<file path="src/rtl/boot_loader_if.sv">
// Command stream, memory write ports and pipeline start-up controls of boot_loader.
// master: the loader (consumes the stream, drives memories and the pipeline).
// slave:  the environment (drives the stream, observes everything else).
interface boot_loader_if #(
  parameter int ADDR_WIDTH = 32,
  parameter int DATA_WIDTH = 32,
  parameter int IMEM_AW    = 10,
  parameter int DMEM_AW    = 10
);
  logic [31:0]           in_data;
  logic                  in_valid;
  logic                  in_ready;
  logic                  imem_we;
  logic [IMEM_AW-1:0]    imem_addr;
  logic [DATA_WIDTH-1:0] imem_wdata;
  logic                  dmem_we;
  logic [DMEM_AW-1:0]    dmem_addr;
  logic [DATA_WIDTH-1:0] dmem_wdata;
  logic                  pc_select;
  logic [ADDR_WIDTH-1:0] start_address;
  logic                  busy;
  logic                  done;
  logic                  error;

  modport master (
    input  in_data, in_valid,
    output in_ready,
    output imem_we, imem_addr, imem_wdata,
    output dmem_we, dmem_addr, dmem_wdata,
    output pc_select, start_address, busy, done, error
  );

  modport slave (
    output in_data, in_valid,
    input  in_ready,
    input  imem_we, imem_addr, imem_wdata,
    input  dmem_we, dmem_addr, dmem_wdata,
    input  pc_select, start_address, busy, done, error
  );
endinterface

</file>
<file path="src/rtl/boot_loader.sv">
// Program loader: fills IMEM/DMEM from a 32-bit command stream, then presents
// start_address with pc_select held START_HOLD cycles before releasing the core.
// Latency: one memory write strobe 1 cycle after each accepted payload word.
// Backpressure: in_ready high in IDLE/HDR_ADDR/LOAD only, low during reset.
// Ports: clk, reset (async, active-high); bus (boot_loader_if.master) carries
// the stream, both memory write ports, pc_select/start_address and status.
module boot_loader #(
  parameter int ADDR_WIDTH = 32,
  parameter int DATA_WIDTH = 32,
  parameter int IMEM_AW    = 10,
  parameter int DMEM_AW    = 10,
  parameter int START_HOLD = 2
) (
  input  logic            clk,
  input  logic            reset,
  boot_loader_if.master   bus
);

  if (DATA_WIDTH != 32) begin : g_bad_width
    $error("boot_loader: DATA_WIDTH must equal the 32-bit stream width");
  end

  localparam int PW  = (IMEM_AW > DMEM_AW) ? IMEM_AW : DMEM_AW;
  localparam int HW  = $clog2(START_HOLD + 1);
  localparam int IEW = 17 + IMEM_AW;
  localparam int DEW = 17 + DMEM_AW;
  localparam logic [HW-1:0]  HOLD_LAST = HW'(START_HOLD - 1);
  localparam logic [IEW-1:0] IMEM_LIM  = IEW'(1) << IMEM_AW;
  localparam logic [DEW-1:0] DMEM_LIM  = DEW'(1) << DMEM_AW;
  localparam logic [1:0]     CMD_JUMP  = 2'b10;
  localparam logic [1:0]     CMD_ILL   = 2'b11;

  typedef enum logic [2:0] {IDLE, HDR_ADDR, LOAD, START, RUN, ERROR} state_t;

  state_t                state, state_nxt;
  logic [1:0]            cmd_q;
  logic [15:0]           cnt_q;
  logic [PW-1:0]         ptr_q;
  logic [HW-1:0]         hold_q;
  logic                  imem_we_q, dmem_we_q;
  logic [IMEM_AW-1:0]    imem_addr_q;
  logic [DMEM_AW-1:0]    dmem_addr_q;
  logic [DATA_WIDTH-1:0] imem_wdata_q, dmem_wdata_q;
  logic [ADDR_WIDTH-1:0] start_q;

  logic                  ready;
  logic                  accept;
  logic [IEW-1:0]        imem_end;
  logic [DEW-1:0]        dmem_end;
  logic                  imem_oob, dmem_oob, oob;

  // Gate with reset so the stream sees no ready while reset is held.
  assign ready  = !reset && (state == IDLE || state == HDR_ADDR || state == LOAD);
  assign accept = bus.in_valid && ready;

  // Segment end computed wide enough that base+count can never wrap; any base
  // bit above the memory's address range is out of bounds by itself.
  assign imem_end = IEW'(bus.in_data[IMEM_AW-1:0]) + IEW'(cnt_q);
  assign dmem_end = DEW'(bus.in_data[DMEM_AW-1:0]) + DEW'(cnt_q);
  assign imem_oob = (|bus.in_data[31:IMEM_AW]) || (imem_end > IMEM_LIM);
  assign dmem_oob = (|bus.in_data[31:DMEM_AW]) || (dmem_end > DMEM_LIM);
  assign oob      = cmd_q[0] ? dmem_oob : imem_oob;

  always_ff @(posedge clk or posedge reset) begin
    if (reset) state <= IDLE;
    else       state <= state_nxt;
  end

  always_comb begin
    state_nxt = state;
    case (state)
      IDLE: begin
        if (accept) state_nxt = (bus.in_data[31:30] == CMD_ILL) ? ERROR : HDR_ADDR;
      end
      HDR_ADDR: begin
        if (accept) begin
          if (cmd_q == CMD_JUMP) state_nxt = START;
          else if (cnt_q == 16'd0) state_nxt = IDLE;
          else if (oob)           state_nxt = ERROR;
          else                    state_nxt = LOAD;
        end
      end
      LOAD: begin
        if (accept && cnt_q == 16'd1) state_nxt = IDLE;
      end
      START: begin
        if (hold_q == HOLD_LAST) state_nxt = RUN;
      end
      RUN:     state_nxt = RUN;
      ERROR:   state_nxt = ERROR;
      default: state_nxt = ERROR;
    endcase
  end

  always_ff @(posedge clk or posedge reset) begin
    if (reset) begin
      cmd_q        <= '0;
      cnt_q        <= '0;
      ptr_q        <= '0;
      hold_q       <= '0;
      imem_we_q    <= 1'b0;
      imem_addr_q  <= '0;
      imem_wdata_q <= '0;
      dmem_we_q    <= 1'b0;
      dmem_addr_q  <= '0;
      dmem_wdata_q <= '0;
      start_q      <= '0;
    end else begin
      // Strobes are single-cycle; addr/wdata hold their last value on stalls.
      imem_we_q <= 1'b0;
      dmem_we_q <= 1'b0;
      hold_q    <= (state == START) ? hold_q + HW'(1) : '0;
      if (accept) begin
        case (state)
          IDLE: begin
            cmd_q <= bus.in_data[31:30];
            cnt_q <= bus.in_data[15:0];
          end
          HDR_ADDR: begin
            ptr_q <= PW'(bus.in_data);
            if (cmd_q == CMD_JUMP) start_q <= ADDR_WIDTH'(bus.in_data);
          end
          LOAD: begin
            if (cmd_q[0]) begin
              dmem_we_q    <= 1'b1;
              dmem_addr_q  <= ptr_q[DMEM_AW-1:0];
              dmem_wdata_q <= bus.in_data;
            end else begin
              imem_we_q    <= 1'b1;
              imem_addr_q  <= ptr_q[IMEM_AW-1:0];
              imem_wdata_q <= bus.in_data;
            end
            ptr_q <= ptr_q + PW'(1);
            cnt_q <= cnt_q - 16'd1;
          end
          default: ;
        endcase
      end
    end
  end

  assign bus.in_ready      = ready;
  assign bus.imem_we       = imem_we_q;
  assign bus.imem_addr     = imem_addr_q;
  assign bus.imem_wdata    = imem_wdata_q;
  assign bus.dmem_we       = dmem_we_q;
  assign bus.dmem_addr     = dmem_addr_q;
  assign bus.dmem_wdata    = dmem_wdata_q;
  assign bus.start_address = start_q;
  // Core is held at start_address everywhere except RUN, including ERROR.
  assign bus.pc_select     = (state != RUN);
  assign bus.busy          = (state == HDR_ADDR) || (state == LOAD) || (state == START);
  assign bus.done          = (state == RUN);
  assign bus.error         = (state == ERROR);

endmodule
</file>
<file path="src/flat_wrapper.sv">
// flat-port wrapper written by rule: the top's interface ports become plain ports
module boot_loader_flat 
#(
  parameter int ADDR_WIDTH = 32,
  parameter int DATA_WIDTH = 32,
  parameter int IMEM_AW    = 10,
  parameter int DMEM_AW    = 10,
  parameter int START_HOLD = 2
)
  (clk, reset, bus_in_data, bus_in_valid, bus_in_ready, bus_imem_we, bus_imem_addr, bus_imem_wdata, bus_dmem_we, bus_dmem_addr, bus_dmem_wdata, bus_pc_select, bus_start_address, bus_busy, bus_done, bus_error);
  boot_loader_if #(.ADDR_WIDTH(ADDR_WIDTH), .DATA_WIDTH(DATA_WIDTH), .IMEM_AW(IMEM_AW), .DMEM_AW(DMEM_AW)) bus_i ();
  input  logic clk;
  input  logic reset;
  input wire logic [$bits(bus_i.in_data)-1:0] bus_in_data;
  input wire logic [$bits(bus_i.in_valid)-1:0] bus_in_valid;
  output wire logic [$bits(bus_i.in_ready)-1:0] bus_in_ready;
  output wire logic [$bits(bus_i.imem_we)-1:0] bus_imem_we;
  output wire logic [$bits(bus_i.imem_addr)-1:0] bus_imem_addr;
  output wire logic [$bits(bus_i.imem_wdata)-1:0] bus_imem_wdata;
  output wire logic [$bits(bus_i.dmem_we)-1:0] bus_dmem_we;
  output wire logic [$bits(bus_i.dmem_addr)-1:0] bus_dmem_addr;
  output wire logic [$bits(bus_i.dmem_wdata)-1:0] bus_dmem_wdata;
  output wire logic [$bits(bus_i.pc_select)-1:0] bus_pc_select;
  output wire logic [$bits(bus_i.start_address)-1:0] bus_start_address;
  output wire logic [$bits(bus_i.busy)-1:0] bus_busy;
  output wire logic [$bits(bus_i.done)-1:0] bus_done;
  output wire logic [$bits(bus_i.error)-1:0] bus_error;
  assign bus_i.in_data = bus_in_data;
  assign bus_i.in_valid = bus_in_valid;
  assign bus_in_ready = bus_i.in_ready;
  assign bus_imem_we = bus_i.imem_we;
  assign bus_imem_addr = bus_i.imem_addr;
  assign bus_imem_wdata = bus_i.imem_wdata;
  assign bus_dmem_we = bus_i.dmem_we;
  assign bus_dmem_addr = bus_i.dmem_addr;
  assign bus_dmem_wdata = bus_i.dmem_wdata;
  assign bus_pc_select = bus_i.pc_select;
  assign bus_start_address = bus_i.start_address;
  assign bus_busy = bus_i.busy;
  assign bus_done = bus_i.done;
  assign bus_error = bus_i.error;
  boot_loader #(.ADDR_WIDTH(ADDR_WIDTH), .DATA_WIDTH(DATA_WIDTH), .IMEM_AW(IMEM_AW), .DMEM_AW(DMEM_AW), .START_HOLD(START_HOLD)) u_core (.clk(clk), .reset(reset), .bus(bus_i));
endmodule
</file>
<file path="config.mk">
export PLATFORM = sky130hd
export DESIGN_NAME = boot_loader_flat
export DESIGN_NICKNAME = d
export VERILOG_FILES = /design/src/rtl/boot_loader_if.sv /design/src/rtl/boot_loader.sv /design/src/flat_wrapper.sv
export SDC_FILE = /design/constraint.sdc
export NUM_CORES = 1
export LEC_CHECK = 0
export BUFFER_PORTS_ARGS = -buffer_cell sky130_fd_sc_hd__buf_2
export CELL_PAD_IN_SITES_DETAIL_PLACEMENT = 2
export CELL_PAD_IN_SITES_GLOBAL_PLACEMENT = 2
export CORE_ASPECT_RATIO = 0.8
export CORE_MARGIN = 5
export CORE_UTILIZATION = 36
export CTS_BUF_LIST = sky130_fd_sc_hd__clkbuf_4 sky130_fd_sc_hd__clkbuf_8
export DETAILED_ROUTE_END_ITERATION = 10
export PLACE_DENSITY = 0.81
export SLEW_MARGIN = 15
export SYNTH_ARGS = -nofsm -noshare
export SYNTH_HDL_FRONTEND = slang
export SYNTH_SLANG_ARGS = --single-unit
</file>
<file path="constraint.sdc">
create_clock -name clk -period 6.25 [get_ports clk]
set_input_delay 0.625 -clock clk [delete_from_list [all_inputs] [get_ports clk]]
set_output_delay 0.625 -clock clk [all_outputs]
set_load 0.02 [all_outputs]
</file>
==> summary.md <==
| Metric | Value |
|---|---|
| Status | complete, no violations |
| First-pass GRT wire length | 35300 µm |
| Vias per cell | 5.34 |
| Post-DRT Antenna Nets | 0 |
| Top FF cell, synth | dfrtp_1 |
| WS Path Type | flip-flop to flip-flop |
| # IOs | 158 |
| Synth Area in Simple Gates | 0.0847 |
| IO Port Bufs | 157 |
| Placed Instances | 966 |
| YS warnings | 0 |
| Total core area | 19000 µm² |
| WHS | 0.299 ns |
| Initial antenna violation count | 0 |
| Setup TNS Final | 0 ns |
| PwrDens | 221 nW/µm² |
| Setup crit end kind | flip-flop |
| Post-synth top area cell | dfrtp_1 |
| Most frequent cell after synthesis | dfrtp_1 |
| Slew headroom | 0.324 |
| Post-synthesis mux area share | 0.196 |
| Cell row count | 45 |
| Register-to-Register Setup Slack | 3.12 ns |
| Avg Inst Size Synth | 12.0 µm² |
| Yosys top cell area share | 0.544 |
| Placer Congestion | 0.826 |
| Netlist cell types | 51 |
| Seq cells post-synth | 151 |
| Leak pwr | 0.00449 µW |
| Final HPWL DP | 16000 µm |
| Max Cap Viol | 0 |
| Syn Std Cell Area | 6940 µm² |
| Vias in the first global route | 6104 |
| Die span in x | 165 µm |
| Clk pin slew, worst setup/hold paths | 0.09 ns |
| Pre-CTS setup slack | 2.83 ns |
| Root cell of the clock tree | clkbuf_8 |
| Synth area leaders | dfrtp_1, mux2_2, a21oi_1 |
| CP required | 6.59 ns |
| Setup Skew | 0.0134 ns |
| Drt total wl | 22400 µm |
| Post-synth EDFFs | 0 |
| PostCTS Resize Cnt | 0 |
| Drt wl/cell | 22.4 µm |
| DR iter-0 viols | 187 |
| Worst-Margin Slew | 1.01 ns |
| Number of remaining DRC errors | 0 |
| Compound-Gate Fraction of Synth Area | 0.110 |
| Synth Instances | 577 |
| H-Tree Depth | 4 |
| Startpoint Class | flip-flop |
| Post-layout min period | 3.13 ns |
| Grt ovf | 0 |
| Main combinational cell family by area after synthesis | multiplexers |
| Nets@finish | 777 |
| DR pass1 iterations | 5 |
| Slowest stage delay, CP | 0.49 ns |
| Min-Delay Path Class | input pin to async pin |
| Peak supply drop | 0.000137 V |
| Worst-skew pair later-pin latency | 0.47 ns |
| Worst setup margin | 3.12 ns |
| Post-CTS Hold Fix Bufs | 0 |
| Clock Path Buffers | 2 |
| Post-Synth Adder-Cell Area | 0.0281 |
| Post-CTS Setup Bufs | 0 |
| Net Count, Synth | 627 |
| Final hold violations | 0 |
| Highest-delay cell along the critical path | dfrtp_1 |
| Max frequency | 0.320 GHz |
| Largest net degree at the start of global routing | 82 |
| Area Overhead vs Synth | 20.4% |
| Period Utilization, post-route | 0.500 |
| Initial Util | 0.366 |
| Die height | 134 µm |
| Via Count | 5328 |
| Share of cells above drive strength 1 | 0.442 |
| RSZ-0062 raised after global routing | false |
| Post-route insts no fill | 998 |
| CTS tree | done |
| Cell Chain, Critical Path | ha_1 > fa_1 > xor2_1 > a2111oi_4 > o211ai_1 > or3_1 > o41ai_2 > and4_1 > o221ai_1 |
| Cts bufs inserted | 17 |
| Die area | 22200 µm² |
| CTS Sinks | 151 |
| Post-synth ARST share | 1.00 |
| ANT cells | 0 |
| Post-synthesis sequential area ratio | 0.544 |
| Post-synth top cells | dfrtp_1, mux2_2, a21oi_1, o21ai_0, nor2_1 |
| Final setup fails | 0 |
| Slew Viols, Final | 0 |
| GRT Util Overall | 0.206 |
| XOR/XNOR Fraction of Synth Area | 0.0101 |
| Max Fanout on Critical Path | 7 |
| Critical path arrival | 3.47 ns |
## worst max-delay path: cells and delay by family (launching register included)
family	cells	cell delay (ns)
xor+xnor	1	0.19
simple gates	2	0.69
fa+ha+maj	2	0.68
compound gates	4	0.94
flops	1	0.49
## cell type report
class                      instances  area (µm²)
fill                            2014       10600
sequential                       151        3780
multi-input combinational        381        2980
timing repair buffer             161         816
tap                              258         323
clock buffer                      18         241
clock inverter                    14         160
inverter                          15        61.3
## placed cells by master, fill, tap and decap left out, types with 3 or more instances in the layout
cell type / count
a31oi_1: 10
nand3_1: 15
buf_4: 4
o32ai_1: 3
nand2_1: 22
clkinv_4: 4
o21ai_0: 35
o22ai_1: 4
a21o_1: 6
nand2b_1: 6
inv_6: 4
nand4_1: 4
inv_1: 14
nor2_1: 30
inv_8: 4
nor4_1: 8
clkbuf_8: 17
or3_1: 3
buf_2: 157
o31ai_1: 4
a22oi_1: 5
or2_2: 4
xor2_1: 6
mux2_2: 118
nor3_1: 10
a21oi_1: 35
mux2i_1: 3
and3_1: 5
ha_1: 14
dfrtp_1: 151
## final timing paths
kind | startpoint | to | depth (start not counted)
setup / recovery | u_core.cnt_q[0] | u_core.state[2] | 9
hold / removal | reset | u_core.state[2] | 2
setup reg to reg | u_core.cnt_q[0] | u_core.state[2] | 9
hold reg to reg | u_core.hold_q[0] | u_core.hold_q[0] | 1
max in group asynchronous | reset | u_core.bus.imem_wdata[2] | 3
min in group clk | bus_in_data[19] | u_core.bus.start_address[19] | 2
## through the flow
stage | utilization | power (µW) | cell area (µm²)
after CTS | 0.441 | 1870 | 8360
after floorplan | - | 1060 | 6940
final | 0.441 | 1850 | 8360
after global placement | 0.419 | 1100 | 7960
after global routing | 0.441 | 1920 | 8360
after detailed placement | 0.419 | 1100 | 7960
## metal layers
metal | vias up | track usage | routed length [µm]
met1 | 2764 | 0.261 | 9460
met5 | - | 0 | 0
met2 | 134 | 0.356 | 11400
met4 | 0 | 0.0434 | 249
met3 | 20 | 0.0525 | 1290
li1 | 2410 | - | -
## power by group
group	leakage, µW	internal (µW)	switching, µW
Clock	0.000202	338	426
Combinational	0.00220	30.7	69.3
Sequential	0.00209	979	4.97
Total	0.00449	1350	500
## sequential cells by signal (all words and copies together), names as in the netlist
name	count
u_core.bus.dmem_addr	10
u_core.bus.imem_wdata	32
u_core.cnt_q	16
u_core.bus.dmem_we	1
u_core.ptr_q	10
u_core.bus.imem_we	1
u_core.cmd_q	2
u_core.bus.dmem_wdata	32
u_core.state	3
u_core.hold_q	2
u_core.bus.imem_addr	10
u_core.bus.start_address	32
## cell families (layout without fill, tap and decap cells)
| logic type | after synthesis | in the layout |
|---|---|---|
| DFF | 151 | 151 |
| xor gates and xnor gates | 8 | 8 |
| adders and majority gates | 15 | 15 |
| AOI/OAI and AO/OA | 120 | 120 |
| and+or+nand+nor | 117 | 117 |
| muxes | 121 | 121 |
| buffers and inverters | 45 | 208 |
(Power assumes the default switching activity.)
